`config.mk`:
```
export PLATFORM = sky130hd
export DESIGN_NAME = bus_share_arbiter
export DESIGN_NICKNAME = d
export VERILOG_FILES = /design/src/rtl/bus_share_arbiter.sv
export SDC_FILE = /design/constraint.sdc
export NUM_CORES = 1
export LEC_CHECK = 0
export CAP_MARGIN = 15
export CELL_PAD_IN_SITES_DETAIL_PLACEMENT = 1
export CELL_PAD_IN_SITES_GLOBAL_PLACEMENT = 2
export CORE_MARGIN = 2
export CORE_UTILIZATION = 23
export CTS_BUF_LIST = sky130_fd_sc_hd__clkbuf_4 sky130_fd_sc_hd__clkbuf_8
export CTS_CLUSTER_DIAMETER = 50
export DETAILED_ROUTE_END_ITERATION = 10
export PLACE_DENSITY = 0.72
export SYNTH_ARGS = -nofsm -noshare
export SYNTH_HDL_FRONTEND = slang
export SYNTH_SLANG_ARGS = --single-unit
```
`constraint.sdc`:
```
create_clock -name clk -period 1.53 [get_ports clk]
set_input_delay 0.2295 -clock clk [delete_from_list [all_inputs] [get_ports clk]]
set_output_delay 0.2295 -clock clk [all_outputs]
set_load 0.01 [all_outputs]
```
`src/rtl/bus_share_arbiter.sv`:
```
// bus_share_arbiter: two-requester round-robin bus arbiter with bounded hold and registered mux output; BUS_PARK_EN parks c on last owner in IDLE
module bus_share_arbiter #(
    parameter int WIDTH    = 4,
    parameter int MAX_HOLD = 8
) (
    input  logic             clk,
    input  logic             rst,
    input  logic             req_a,
    input  logic             req_b,
    input  logic [WIDTH-1:0] a,
    input  logic [WIDTH-1:0] b,
    output logic             gnt_a,
    output logic             gnt_b,
    output logic             c,
    output logic [WIDTH-1:0] p,
    output logic             p_valid
);
    localparam int HW = MAX_HOLD > 1 ? $clog2(MAX_HOLD) : 1;
    localparam logic [HW-1:0] HOLD_MAX = HW'(MAX_HOLD - 1);
    typedef enum logic [1:0] {IDLE, OWN_A, OWN_B} state_t;
    state_t           state_q, state_d;
    logic [HW-1:0]    hold_cnt_q, hold_cnt_d;
    logic             last_q, last_d, c_q, c_d, p_valid_q, p_valid_d, entering;
    logic [WIDTH-1:0] p_q, p_d;
    assign gnt_a   = state_q == OWN_A;
    assign gnt_b   = state_q == OWN_B;
    assign c       = c_q;
    assign p       = p_q;
    assign p_valid = p_valid_q;
    always_comb begin
        state_d = state_q;
        case (state_q)
            IDLE:    state_d = (req_a && req_b) ? (last_q ? OWN_A : OWN_B) : req_a ? OWN_A : req_b ? OWN_B : IDLE;
            OWN_A:   state_d = !req_a ? (req_b ? OWN_B : IDLE) : (req_b && hold_cnt_q == HOLD_MAX) ? OWN_B : OWN_A;
            OWN_B:   state_d = !req_b ? (req_a ? OWN_A : IDLE) : (req_a && hold_cnt_q == HOLD_MAX) ? OWN_A : OWN_B;
            default: state_d = IDLE;
        endcase
        entering   = state_d != IDLE && state_d != state_q;
        hold_cnt_d = entering ? '0 : (state_q != IDLE && hold_cnt_q != HOLD_MAX) ? hold_cnt_q + HW'(1) : hold_cnt_q;
        last_d     = entering ? state_d == OWN_B : last_q;
`ifdef BUS_PARK_EN
        c_d = state_d == IDLE ? c_q : state_d == OWN_B;
        p_d = c_q ? b : a;
`else
        c_d = state_d == OWN_B;
        p_d = state_q == IDLE ? '0 : (c_q ? b : a);
`endif
        p_valid_d = (gnt_a & req_a) | (gnt_b & req_b);
    end
    always_ff @(posedge clk) begin
        if (rst) begin
            state_q    <= IDLE;
            hold_cnt_q <= '0;
            last_q     <= 1'b1;
            c_q        <= 1'b0;
            p_q        <= '0;
            p_valid_q  <= 1'b0;
        end else begin
            state_q    <= state_d;
            hold_cnt_q <= hold_cnt_d;
            last_q     <= last_d;
            c_q        <= c_d;
            p_q        <= p_d;
            p_valid_q  <= p_valid_d;
        end
    end
endmodule

```
# Word-level counts from Yosys, hierarchy flattened
# Cells that the tools add are included.
[classes]
addsub = 1
eq_ne = 6
mux = 11
bitwise = 3
n_reduce_logical = 10
[ops]
columns = ["cell", "n"]
rows = [
  ["two-way mux 2 bit", 8],
  ["one-hot mux 2 bit (3 select lines)", 1],
  ["logical AND 1 bit", 5],
  ["equality test 2 bit (second input constant)", 2],
  ["two-way mux 4 bit", 1],
  ["nonzero test 2 bit", 2],
  ["OR reduction 2 bit", 2],
  ["adder 3 x 1 -> 3 bit (second input constant)", 1],
  ["equality test 3 bit (second input constant)", 1],
  ["!= test 3 bit (second input constant)", 1],
  ["AND 1 bit", 2],
  ["equality test 2 x 1 -> 1 bit (second input constant)", 1],
  ["zero test 2 bit", 1],
  ["!= test 2 bit", 1],
  ["two-way mux 1 bit", 1],
  ["OR 1 bit", 1],
]
[totals]
register_bits = 12
out_inout_bits = 8
elab_cells = 37

# Depth between registers and ports, before layout
[depth]
ltp_word = 8
depth_mapped = 5
mapped_depth_nobuf = 5

# Worst setup path after synthesis
# OpenSTA, ideal clock, no wires.
[synth_path]
kind = "reg2reg"
start = "reg hold_cnt_q[0]"
end = "reg c_q, in the netlist c"
setup_ns = 0.070
t_arrival_ns = 1.307
t_required_ns = 1.460
path_slack_ns = 0.153
path_stages_with_launch = 6
path_buffers = 0
synth_period_minus_slack_ns = 1.377
path_cell_list = "dfxtp_1 -> ha_1 -> ha_1 -> mux2_2 -> a31o_1 -> a21oi_1"
[synth_via]
elab_chain_cells = 6
word_cells_on_any_way = 9
cone_classes = "eq/ne (2); mux (5); reduce/logical (2)"
[synth_rtl]
columns = ["element", "line", "rtl"]
rows = [
  ["start, declared", "22", "logic [HW-1:0] hold_cnt_q, hold_cnt_d;"],
  ["start signal, assigned", "60", "hold_cnt_q <= hold_cnt_d;"],
  ["equality test 3 bit (*)", "34, 35", ""],
  ["logical AND 1 bit, on equally long branches", "35, 34", ""],
  ["two-way mux 2 bit, on equally long branches (2 in a row)", "35, 34", ""],
  ["one-hot mux 2 bit (3 select lines) (*)", "32", "case (state_q)"],
  ["equality test 2 bit (*)", "45", "c_d = state_d == OWN_B;"],
  ["end signal, assigned", "55", "c_q <= 1'b0;"],
  ["end signal, assigned", "62", "c_q <= c_d;"],
  ["end, declared", "23", "logic last_q, last_d, c_q, c_d, p_valid_q, p_valid_d, entering;"],
]
# Every way passes the cells marked *; elsewhere a longest branch is shown, timed or not.
# A chain may end at the register's enable or synchronous reset.

# Worst setup path in the final report
[layout_path]
start = "reg hold_cnt_q[1]"
end = "reg state_q[1]"
[layout_via]
elab_chain_cells = 5
word_cells_on_any_way = 8
cone_classes = "eq/ne (1); mux (5); reduce/logical (2)"
[layout_rtl]
columns = ["element", "line", "rtl"]
rows = [
  ["equality test 3 bit (*)", "34, 35", ""],
  ["logical AND 1 bit, on equally long branches", "35, 34", ""],
  ["two-way mux 2 bit, on equally long branches (2 in a row)", "35, 34", ""],
  ["one-hot mux 2 bit (3 select lines) (*)", "32", ""],
  ["end signal, assigned", "59", "state_q <= state_d;"],
  ["end, declared", "21", "state_t state_q, state_d;"],
]
# Marked as above.

==> parameters.txt <==
Parameter                              Value

Outcome
  Result of the run    completed

Yosys
  FFs w/ async S/R, synth    0
  Sequential element share of the synthesized area    0.411
  Number of flip-flops and latches in the synthesized netlist    12
  Most instantiated flip-flop cell in the synthesis netlist    dfxtp_1
  Number of synthesis warnings    0
  Count of cell types in the netlist    25
  Mean cell area of the mapped netlist    9.74 sq um
  Area of the mapped netlist    around 600 sq um
  Mapped Nets    74
  Gate Count Post-Synth    60
  Number of synthesized flops with an enable pin    0

Power and ir drop
  Static leakage    0.344 nW
  Peak ir drop on the vdd network    roughly 0.32 mV
  Combinational share of power    0.215
  Power Internal    0.502 mW
  Power Density    779 mW/mm^2
  Fraction of power consumed by the clock network    0.286
  Proportion of total power due to net switching    0.256
  Net switching power figure    roughly 0.17 mW
  Reg power frac    0.499

Cells and area
  Final net count    100
  Synth-to-Final Area Change    48.2%
  Diode count    0
  End-of-flow core utilization    0.356
  Cell Count, Final, Fillers Out    114
  Fraction of layout instances using a drive strength above 1    0.190
  Total non-filler cell area in the finished layout    between 800 and 900 sq um

Global routing
  Overall overflow remaining after global route    0
  Global-route wire length before repair    2.25 mm
  Pin count of the biggest net entering global routing    9
  Global-route track usage on met2    0.161
  Total routing resource utilization after global routing    0.110
  Antenna violations before repair    0
  Vias in the first global route    492
  Global-route met3 utilization    0.0410
  Met1 GRT Util    0.147
  Highest-utilization routing layer at the global route stage    met2

Setup path
  Crit path cell chain    ha_2 -> ha_4 -> mux2_2 -> a31o_1 -> a21oi_2
  Required time worst endpoint    1730 ps
  Kind of start point of the critical path    flip-flop
  Setup CP Type    flip-flop to flip-flop
  Largest fanout on the critical path    6
  Worst path max stage delay    between 300 and 400 ps
  Crit. End Element    flip-flop
  Library cell contributing the largest single delay on the critical path    dfxtp_1
  Data arrival time at the worst-slack endpoint    ~1700 ps

Clock tree
  Latest clock arrival within the worst-skew pair    between 200 and 300 ps
  Count of buffers added by post-CTS timing repair for setup    0
  Clock root cell    clkbuf_4
  H-tree levels    1
  Num CTS Buffers    3
  Clock sink count    12
  Bufs on Longest Clock Path    2
  Clock tree from TritonCTS    done
  Clock-pin transition on the worst setup and hold timing paths    approximately 70 ps

Drt
  Total DRC errors in the routed layout    0
  First-pass DRT Iterations    4
  Post-DR vias/cell    4.47
  First-iteration detailed-routing DRC count    5
  Via count of the routed design    510
  Detailed-route wire length    1.49 mm
  Antenna Violating Nets Remaining    0
  Final routed wire length divided by cell count    roughly 13 microns

Die
  Core Area    0.00243 sq mm
  Initial cell density of the core    0.240
  Floorplan die area    0.00296 sq mm
  Die Span X    54.4 microns
  IO Pins    20
  Height of the chip    54.4 microns
  Cell Rows    18

Place
  Post-place instance area    826 sq um
  Number of placed instances, taps included    111
  Weighted congestion reported at the end of routability-driven placement    0.759
  DP Worst Slack    -38.3 ps
  Placed wire-length estimate    1.17 mm
  Number of port buffers    19

STA
  Count of final setup violators    0
  PnR worst setup slack    ~84 ps
  Total Neg Setup Slack    0 ps
  Headroom to the max-slew limit    0.769
  Crit share post-route    0.945
  Max Clock Freq    roughly 700 MHz
  Number of failing hold endpoints at the final stage    0
  Number of max-slew violations in the final report    0
  Tmin final    1450 ps
  Pin slew with the least headroom to its limit    approximately 350 ps
  Unrepaired setup endpoints after global routing    no
  Worst Clk Skew    roughly 6.5 ps

Hold path
  Min-delay worst type    flip-flop to flip-flop

Run
  Max capacitance violation total    0
==> synthesized netlist by cell type, types with 2 or more instances <==
cell,number,share of area
nor2b_1,2,0.021
nor4_1,3,0.032
ha_1,2,0.043
nor2_1,6,0.039
mux2i_1,6,0.10
nand2b_1,2,0.021
buf_6,2,0.039
nand2_1,3,0.019
mux2_2,2,0.039
o21bai_1,2,0.026
dfxtp_1,12,0.41
a22oi_1,2,0.026
a21oi_1,4,0.034
==> power groups by stage <==
stage	Clock [mW]	Sequential [mW]	Combinational [mW]
after floorplan	0	0.345	0.0737
after detailed placement	0	0.343	0.146
after global routing	0.218	0.339	0.158
after global placement	0	0.343	0.145
after CTS	0.203	0.336	0.146
final	0.193	0.336	0.145
==> worst max-delay path: cells and delay by family (launching register included) <==
family	cells	cell delay (ps)
mux	1	340
fa+ha+maj	2	340
flops	1	340
compound gates	2	360
==> per-layer routing <==
layer,up-vias,part of all wire
met5,-,0
met4,0,0.0080
met3,2,0.022
met2,9,0.48
met1,238,0.48
li1,261,-
==> logic make-up (layout without fill, tap and decap cells) <==
| logic type | Yosys count | after routing | share of synthesized area |
|---|---|---|---|
| adders and majority gates | 2 | 2 | 0.0428 |
| AOI/OAI and AO/OA | 15 | 15 | 0.184 |
| and+or+nand+nor | 17 | 17 | 0.146 |
| xor gates and xnor gates | 1 | 1 | 0.0150 |
| buffers and inverters | 5 | 29 | 0.0599 |
| muxes | 8 | 8 | 0.141 |
| DFF | 12 | 12 | 0.411 |
==> worst paths after layout <==
check	start	to	slack [ps]	depth (start not counted)
max reg2reg	hold_cnt_q[1]$_SDFFE_PP0P_	state_q[1]$_SDFF_PP0_	80	5
max	hold_cnt_q[1]$_SDFFE_PP0P_	state_q[1]$_SDFF_PP0_	80	5
min	hold_cnt_q[1]$_SDFFE_PP0P_	hold_cnt_q[1]$_SDFFE_PP0P_	550	2
min reg2reg	hold_cnt_q[1]$_SDFFE_PP0P_	hold_cnt_q[1]$_SDFFE_PP0P_	550	2
==> state kept, by name (all words and copies together) (netlist names) <==
register	cells
last_q	1
c	1
p_valid	1
p	4
state_q	2
hold_cnt_q	3
==> through the flow <==
| step | power (mW) | hold WS [ps] |
|---|---|---|
| after floorplan | 0.418 | 302 |
| after global placement | 0.487 | 520 |
| after detailed placement | 0.489 | 524 |
| after CTS | 0.685 | 544 |
| after global routing | 0.716 | 565 |
| final | 0.674 | 547 |
==> placed cells by master, fill, tap and decap left out <==
| cell | synthesis | routed |
|---|---|---|
| nor2b_1 | 2 | 2 |
| clkbuf_4 | 0 | 3 |
| nand2_1 | 3 | 3 |
| nand2b_1 | 2 | 2 |
| buf_4 | 0 | 6 |
| dfxtp_1 | 12 | 11 |
| nor2_1 | 6 | 6 |
| o21ai_0 | 1 | 1 |
| o21a_1 | 1 | 1 |
| a21oi_2 | 0 | 1 |
| o21bai_1 | 2 | 2 |
| xor2_1 | 1 | 1 |
| a22oi_1 | 2 | 2 |
| mux2i_1 | 6 | 6 |
| or2b_1 | 1 | 1 |
| o21bai_2 | 1 | 1 |
| mux2_2 | 2 | 2 |
| a21oi_1 | 4 | 3 |
| a221o_1 | 1 | 1 |
| dfxtp_2 | 0 | 1 |
| a31o_1 | 1 | 1 |
| dlygate4sd2_1 | 0 | 2 |
| ha_2 | 0 | 1 |
| a21boi_0 | 1 | 1 |
| nor4_1 | 3 | 3 |
| o211ai_1 | 1 | 1 |
| clkdlybuf4s50_1 | 0 | 17 |
| ha_4 | 0 | 1 |
| inv_1 | 1 | 1 |
==> what timing repair did <==
item / in CTS / in global routing
setup endpoints to repair: 3 / 3
hold buffers: 0 / 0
resized for setup: 3 / 4
==> cell type report <==
cell class | count | area (sq um)
Multi-Input combinational cell | 43 | 328
Clock buffer | 3 | 22.5
Timing Repair Buffer | 25 | 233
Tap cell | 30 | 37.5
Sequential cell | 12 | 241
Inverter | 1 | 3.75
Fill cell | 287 | 1570
No activity file was read; power rests on OpenSTA's default activity.
